$ cat config.mk
export PLATFORM = sky130hd
export DESIGN_NAME = dma_priority_arbiter_flat
export DESIGN_NICKNAME = d
export VERILOG_FILES = /design/src/rtl/dma_priority_arbiter_if.sv /design/src/rtl/dma_priority_arbiter.sv /design/src/flat_wrapper.sv
export SDC_FILE = /design/constraint.sdc
export NUM_CORES = 1
export LEC_CHECK = 0
export CAP_MARGIN = 20
export CORE_UTILIZATION = 45
export CTS_CLUSTER_DIAMETER = 60
export DETAILED_ROUTE_END_ITERATION = 7
export PLACE_DENSITY = 0.77
export SYNTH_ARGS = -nofsm -noshare
export SYNTH_HDL_FRONTEND = slang
export SYNTH_SLANG_ARGS = --single-unit
$ cat constraint.sdc
create_clock -name CLK -period 3.2 [get_ports CLK]
set_input_delay 0.32 -clock CLK [delete_from_list [all_inputs] [get_ports CLK]]
set_output_delay 0.32 -clock CLK [all_outputs]
set_load 0.05 [all_outputs]
$ cat src/rtl/dma_priority_arbiter_if.sv
// Request/grant bundle between the DMA register/pin logic and the priority arbiter.
// The master drives the request side; the slave (arbiter) drives the hold handshake and grant.
interface dma_priority_arbiter_if #(
    parameter int NUM_CH = 4,
    parameter int CH_W   = 2
);
    logic [NUM_CH-1:0] DREQ;
    logic              DREQ_POL;
    logic              DACK_POL;
    logic              ROT_PRI;
    logic              CTRL_DIS;
    logic [NUM_CH-1:0] MASK;
    logic [NUM_CH-1:0] SW_REQ;
    logic              HLDA;
    logic              EOP_DONE;
    logic              HRQ;
    logic [NUM_CH-1:0] DACK;
    logic [CH_W-1:0]   ACTIVE_CH;
    logic              CH_VALID;
    logic [NUM_CH-1:0] REQ_STATUS;

    modport master (
        output DREQ, DREQ_POL, DACK_POL, ROT_PRI, CTRL_DIS, MASK, SW_REQ, HLDA, EOP_DONE,
        input  HRQ, DACK, ACTIVE_CH, CH_VALID, REQ_STATUS
    );

    modport slave (
        input  DREQ, DREQ_POL, DACK_POL, ROT_PRI, CTRL_DIS, MASK, SW_REQ, HLDA, EOP_DONE,
        output HRQ, DACK, ACTIVE_CH, CH_VALID, REQ_STATUS
    );
endinterface

$ cat src/rtl/dma_priority_arbiter.sv
// 8237A-style DREQ conditioning, fixed/rotating priority and HRQ/HLDA handshake.
// DREQ registered once (HRQ two edges after DREQ); grant one edge after HLDA; no backpressure beyond HLDA.
module dma_priority_arbiter #(
    parameter int NUM_CH = 4,
    parameter int CH_W   = 2
) (
    input  logic                  CLK,
    input  logic                  RESET_N,
    dma_priority_arbiter_if.slave bus
);
    typedef enum logic [1:0] {
        IDLE    = 2'd0,
        REQ     = 2'd1,
        SERVICE = 2'd2,
        RELEASE = 2'd3
    } state_t;

    state_t            state_q, state_n;
    logic [NUM_CH-1:0] dreq_r, dreq_n;
    logic [NUM_CH-1:0] dack_raw_q, dack_raw_n;
    logic [CH_W-1:0]   active_q, active_n;
    logic [CH_W-1:0]   top_q, top_n;
    logic              hrq_q, hrq_n;
    logic              ch_valid_q, ch_valid_n;

    logic [NUM_CH-1:0] pending;
    logic [CH_W-1:0]   winner;
    logic [CH_W-1:0]   idx;
    logic              found;

    assign dreq_n  = bus.DREQ_POL ? ~bus.DREQ : bus.DREQ;
    assign pending = (dreq_r & ~bus.MASK) | bus.SW_REQ;

    // Search order top, top+1, ... relies on CH_W-bit addition wrapping mod 4.
    always_comb begin
        winner = top_q;
        found  = 1'b0;
        idx    = top_q;
        for (int i = 0; i < NUM_CH; i++) begin
            idx = top_q + CH_W'(i);
            if (!found && pending[idx]) begin
                winner = idx;
                found  = 1'b1;
            end
        end
    end

    always_ff @(posedge CLK) begin
        if (!RESET_N) begin
            state_q    <= IDLE;
            dreq_r     <= '0;
            dack_raw_q <= '0;
            active_q   <= '0;
            top_q      <= '0;
            hrq_q      <= 1'b0;
            ch_valid_q <= 1'b0;
        end else begin
            state_q    <= state_n;
            dreq_r     <= dreq_n;
            dack_raw_q <= dack_raw_n;
            active_q   <= active_n;
            top_q      <= top_n;
            hrq_q      <= hrq_n;
            ch_valid_q <= ch_valid_n;
        end
    end

    always_comb begin
        state_n    = state_q;
        hrq_n      = hrq_q;
        ch_valid_n = ch_valid_q;
        dack_raw_n = dack_raw_q;
        active_n   = active_q;
        top_n      = bus.ROT_PRI ? top_q : '0;

        unique case (state_q)
            IDLE: begin
                hrq_n      = 1'b0;
                ch_valid_n = 1'b0;
                dack_raw_n = '0;
                if (pending != '0 && !bus.CTRL_DIS) begin
                    state_n = REQ;
                    hrq_n   = 1'b1;
                end
            end
            REQ: begin
                if (pending == '0 || bus.CTRL_DIS) begin
                    state_n = IDLE;
                    hrq_n   = 1'b0;
                end else if (bus.HLDA) begin
                    state_n            = SERVICE;
                    active_n           = winner;
                    ch_valid_n         = 1'b1;
                    dack_raw_n         = '0;
                    dack_raw_n[winner] = 1'b1;
                end
            end
            SERVICE: begin
                // EOP wins over a simultaneous HLDA drop so the rotation is not lost.
                if (bus.EOP_DONE || !bus.HLDA) begin
                    state_n    = RELEASE;
                    hrq_n      = 1'b0;
                    ch_valid_n = 1'b0;
                    dack_raw_n = '0;
                    if (bus.EOP_DONE && bus.ROT_PRI) begin
                        top_n = active_q + CH_W'(1);
                    end
                end
            end
            RELEASE: begin
                state_n    = IDLE;
                hrq_n      = 1'b0;
                ch_valid_n = 1'b0;
                dack_raw_n = '0;
            end
            default: state_n = IDLE;
        endcase
    end

    assign bus.HRQ        = hrq_q;
    assign bus.CH_VALID   = ch_valid_q;
    assign bus.ACTIVE_CH  = active_q;
    assign bus.DACK       = bus.DACK_POL ? dack_raw_q : ~dack_raw_q;
    assign bus.REQ_STATUS = dreq_r | bus.SW_REQ;
endmodule

$ cat src/flat_wrapper.sv
// flat-port wrapper written by rule: the top's interface ports become plain ports
module dma_priority_arbiter_flat 
#(
    parameter int NUM_CH = 4,
    parameter int CH_W   = 2
)
  (CLK, RESET_N, bus_DREQ, bus_DREQ_POL, bus_DACK_POL, bus_ROT_PRI, bus_CTRL_DIS, bus_MASK, bus_SW_REQ, bus_HLDA, bus_EOP_DONE, bus_HRQ, bus_DACK, bus_ACTIVE_CH, bus_CH_VALID, bus_REQ_STATUS);
  dma_priority_arbiter_if #(.NUM_CH(NUM_CH), .CH_W(CH_W)) bus_i ();
  input  logic CLK;
  input  logic RESET_N;
  input wire logic [$bits(bus_i.DREQ)-1:0] bus_DREQ;
  input wire logic [$bits(bus_i.DREQ_POL)-1:0] bus_DREQ_POL;
  input wire logic [$bits(bus_i.DACK_POL)-1:0] bus_DACK_POL;
  input wire logic [$bits(bus_i.ROT_PRI)-1:0] bus_ROT_PRI;
  input wire logic [$bits(bus_i.CTRL_DIS)-1:0] bus_CTRL_DIS;
  input wire logic [$bits(bus_i.MASK)-1:0] bus_MASK;
  input wire logic [$bits(bus_i.SW_REQ)-1:0] bus_SW_REQ;
  input wire logic [$bits(bus_i.HLDA)-1:0] bus_HLDA;
  input wire logic [$bits(bus_i.EOP_DONE)-1:0] bus_EOP_DONE;
  output wire logic [$bits(bus_i.HRQ)-1:0] bus_HRQ;
  output wire logic [$bits(bus_i.DACK)-1:0] bus_DACK;
  output wire logic [$bits(bus_i.ACTIVE_CH)-1:0] bus_ACTIVE_CH;
  output wire logic [$bits(bus_i.CH_VALID)-1:0] bus_CH_VALID;
  output wire logic [$bits(bus_i.REQ_STATUS)-1:0] bus_REQ_STATUS;
  assign bus_i.DREQ = bus_DREQ;
  assign bus_i.DREQ_POL = bus_DREQ_POL;
  assign bus_i.DACK_POL = bus_DACK_POL;
  assign bus_i.ROT_PRI = bus_ROT_PRI;
  assign bus_i.CTRL_DIS = bus_CTRL_DIS;
  assign bus_i.MASK = bus_MASK;
  assign bus_i.SW_REQ = bus_SW_REQ;
  assign bus_i.HLDA = bus_HLDA;
  assign bus_i.EOP_DONE = bus_EOP_DONE;
  assign bus_HRQ = bus_i.HRQ;
  assign bus_DACK = bus_i.DACK;
  assign bus_ACTIVE_CH = bus_i.ACTIVE_CH;
  assign bus_CH_VALID = bus_i.CH_VALID;
  assign bus_REQ_STATUS = bus_i.REQ_STATUS;
  dma_priority_arbiter #(.NUM_CH(NUM_CH), .CH_W(CH_W)) u_core (.CLK(CLK), .RESET_N(RESET_N), .bus(bus_i));
endmodule
==> qor.yml <==
floorplan:
  io_pins: 32
  design.core.area_sq_um: 1960
  die_h_um: 47.8
  die_area_sq_um: 2290
  die-width_um: 47.8
  start_util_pct: 48.2
  std_cell_rows: 16
layout:
  drive_gt1_share_pct: 15.8
  area_growth_pct: 39.5
  final_area_sq_um: 1320
  diodes: 0
  stdcell_count: 160
  fill_cells: 174
  num-nets-final: 154
grt:
  grt_max_degree: 18
  grt-ovfl-total: 0
  antenna_found_initial: 0
  grt_pass1_vias: 741
  grt_pass1_wl_um: 3050
  grt_use_total_pct: 19.4
yosys:
  synthDistinctLibCells: 39
  synthCells: 100
  syn_area_sq_um: 945
  mappedNetlistNets: 120
  synth_ff_type: "dfxtp_1"
  ys_ff_latch: 16
  async_reset_ff_share_pct: 0
  yosysSeqAreaShare_pct: 33.9
  synth-edff-count: 0
  yosysWarnings: 0
  avgSynthCellArea_sq_um: 9.45
pwr:
  p_leak_uw: 0.000465
  powerDensity_nw_per_um2: 365
  ir_drop_v: 0.000307
setup_path:
  start_kind: "input port"
  crit_slowest_cell: "clkdlybuf4s50_1"
  end_kind: "primary output"
  regToRegSetupSlack_ps: 1550
  cp.arrival_ps: 1880
  cpMostUsedCell: "clkdlybuf4s50_1"
  path_class: "in2out"
  path_max_fanout: 4
  crit_chain: "clkdlybuf4s50_1, xnor2_1, clkdlybuf4s50_1"
  required_ps: 2880
  critPathMaxStageDelay_ps: 820
placement:
  dp_cells: 156
  routabilityCongestion: 0.817
  dpl_cell_area_sq_um: 1280
  place_hpwl_um: 1600
  portBuffers: 31
  place_ws_ps: 990
cts:
  cts_setup_buffers: 0
  cts.clk_slew.worst_paths_ps: 90
  clk_latency_ps: 290
  cts_resized: 0
  cts_made_buffers: 3
  cts_hold_buf: 0
  cts_buffer_depth: 2
  cts_tree: "built"
  htree_levels: 1
  cts.sinks: 16
  clock-root-buffer: "clkbuf_4"
drt:
  vias: 854
  ant_nets: 0
  wl_per_cell_um: 12.6
  firstDrtPassIters: 4
  via_per_inst: 5.34
  routed.top_layer: "met4"
  met2_length_um: 958
  wl_met1_um: 941
  wl_met3_um: 91
  drc: 0
  initialDrtViolationCount: 13
  routed_wl_um: 2020
timing:
  setup_slack_ps: 1000
  fmax_mhz: 455
  finalCritPeriodShare_pct: 68.7
  hold-worst-slack_ps: 497
  slew_viol_final: 0
  hold_viol: 0
  relSlewSlack_pct: 64.0
  post-route-min-period_ps: 2200
  setup_viol: 0
  fin_setup_tns_ps: 0
  rsz0062_at_grt: "false"
  tightest_slew_ps: 534
  fin_skew_ps: 6.36
worst_hold_path:
  worstHoldPathType: "reg2reg"
run_status:
  status: "completed"
run:
  drv_cap: 0
==> worst max-delay path, delay by kind of cell <==
family                    cells  cell delay [ps]
xor gates and xnor gates      1              150
buffers and inverters         2             1410
==> sequential cells by signal, indices dropped and copies added (netlist names), named ones only <==
name / cells
u_core.bus.ACTIVE_CH: 2
u_core.dreq_r: 4
u_core.bus.HRQ: 1
u_core.state_q: 1
u_core.dack_raw_q: 4
u_core.bus.CH_VALID: 1
u_core.top_q: 2
==> per-layer routing <==
metal / vias to the layer above / GRT usage [%]
met5: - / 0
met4: 0 / 6.67
met3: 5 / 6.04
met2: 15 / 33.5
met1: 399 / 22.6
li1: 435 / -
==> logic make-up (layout without fill, tap and decap cells) <==
group | count (synthesis) | count (layout) | synth area share (%)
simple gates | 37 | 37 | 29.0
compound gates | 31 | 31 | 26.0
flops | 16 | 16 | 33.9
xor+xnor | 9 | 9 | 8.34
buf+inv | 7 | 40 | 2.78
==> per-stage QoR <==
stage | utilization, % | total power (uW)
after floorplan | - | 299
after global placement | 65.3 | 351
after detailed placement | 65.3 | 352
after CTS | 67.2 | 485
after global routing | 67.2 | 504
final | 67.2 | 480
==> path summary, 6_finish.rpt <==
path / startpoint / to / depth (start not counted)
max: bus_DACK_POL / bus_DACK[3] / 3
min reg2reg: u_core.bus.ACTIVE_CH[1] / u_core.bus.ACTIVE_CH[1] / 2
min: u_core.bus.ACTIVE_CH[1] / u_core.bus.ACTIVE_CH[1] / 2
max reg2reg: u_core.dreq_r[1] / u_core.dack_raw_q[1] / 5
==> area by class of cell <==
cell class                 count  area [sq um]  area share, %
clock buffer                   4          36.3           2.75
inverter                       5          18.8           1.42
multi-input combinational     77           598           45.4
sequential                    16           320           24.3
tap                           27          33.8           2.56
timing repair buffer          31           310           23.6
==> synth_stat cells (2+ instances only) <==
| library cell | instances | area share (%) |
|---|---|---|
| a211oi_1 | 2 | 1.6 |
| a21boi_0 | 3 | 2.4 |
| a21oi_1 | 4 | 2.1 |
| a32o_1 | 4 | 4.2 |
| and2_1 | 6 | 4.0 |
| clkbuf_1 | 2 | 0.79 |
| dfxtp_1 | 16 | 34 |
| inv_1 | 5 | 2.0 |
| nand2_1 | 6 | 2.4 |
| nand2b_1 | 2 | 1.3 |
| nand3_1 | 2 | 1.1 |
| nor2_1 | 3 | 1.2 |
| nor2b_1 | 3 | 2.0 |
| nor4_4 | 2 | 4.5 |
| o21a_1 | 2 | 1.6 |
| o21ai_0 | 5 | 2.6 |
| or2_2 | 4 | 2.6 |
| xnor2_1 | 4 | 3.7 |
| xor2_1 | 5 | 4.6 |
==> where the power goes <==
group / internal, uW / switching (uW) / total (uW)
registers: 207 / 6.06 / 213
logic: 62.5 / 72.6 / 135
clock network: 69.3 / 63.2 / 133
==> cells in the final DEF, fill, tap and decap left out, types with 2 or more instances in the layout <==
master / instances
or2_2: 4
a32o_1: 4
nor2b_1: 3
inv_1: 5
and2_1: 6
nor2_1: 3
nand2b_1: 2
nor4_4: 2
clkdlybuf4s50_1: 31
xnor2_1: 4
nand2_1: 6
clkbuf_4: 3
o21ai_0: 5
a211oi_1: 2
a21boi_0: 3
a21oi_1: 4
o21a_1: 2
nand3_1: 2
xor2_1: 5
dfxtp_1: 16
No activity file was read; power rests on OpenSTA's default activity.
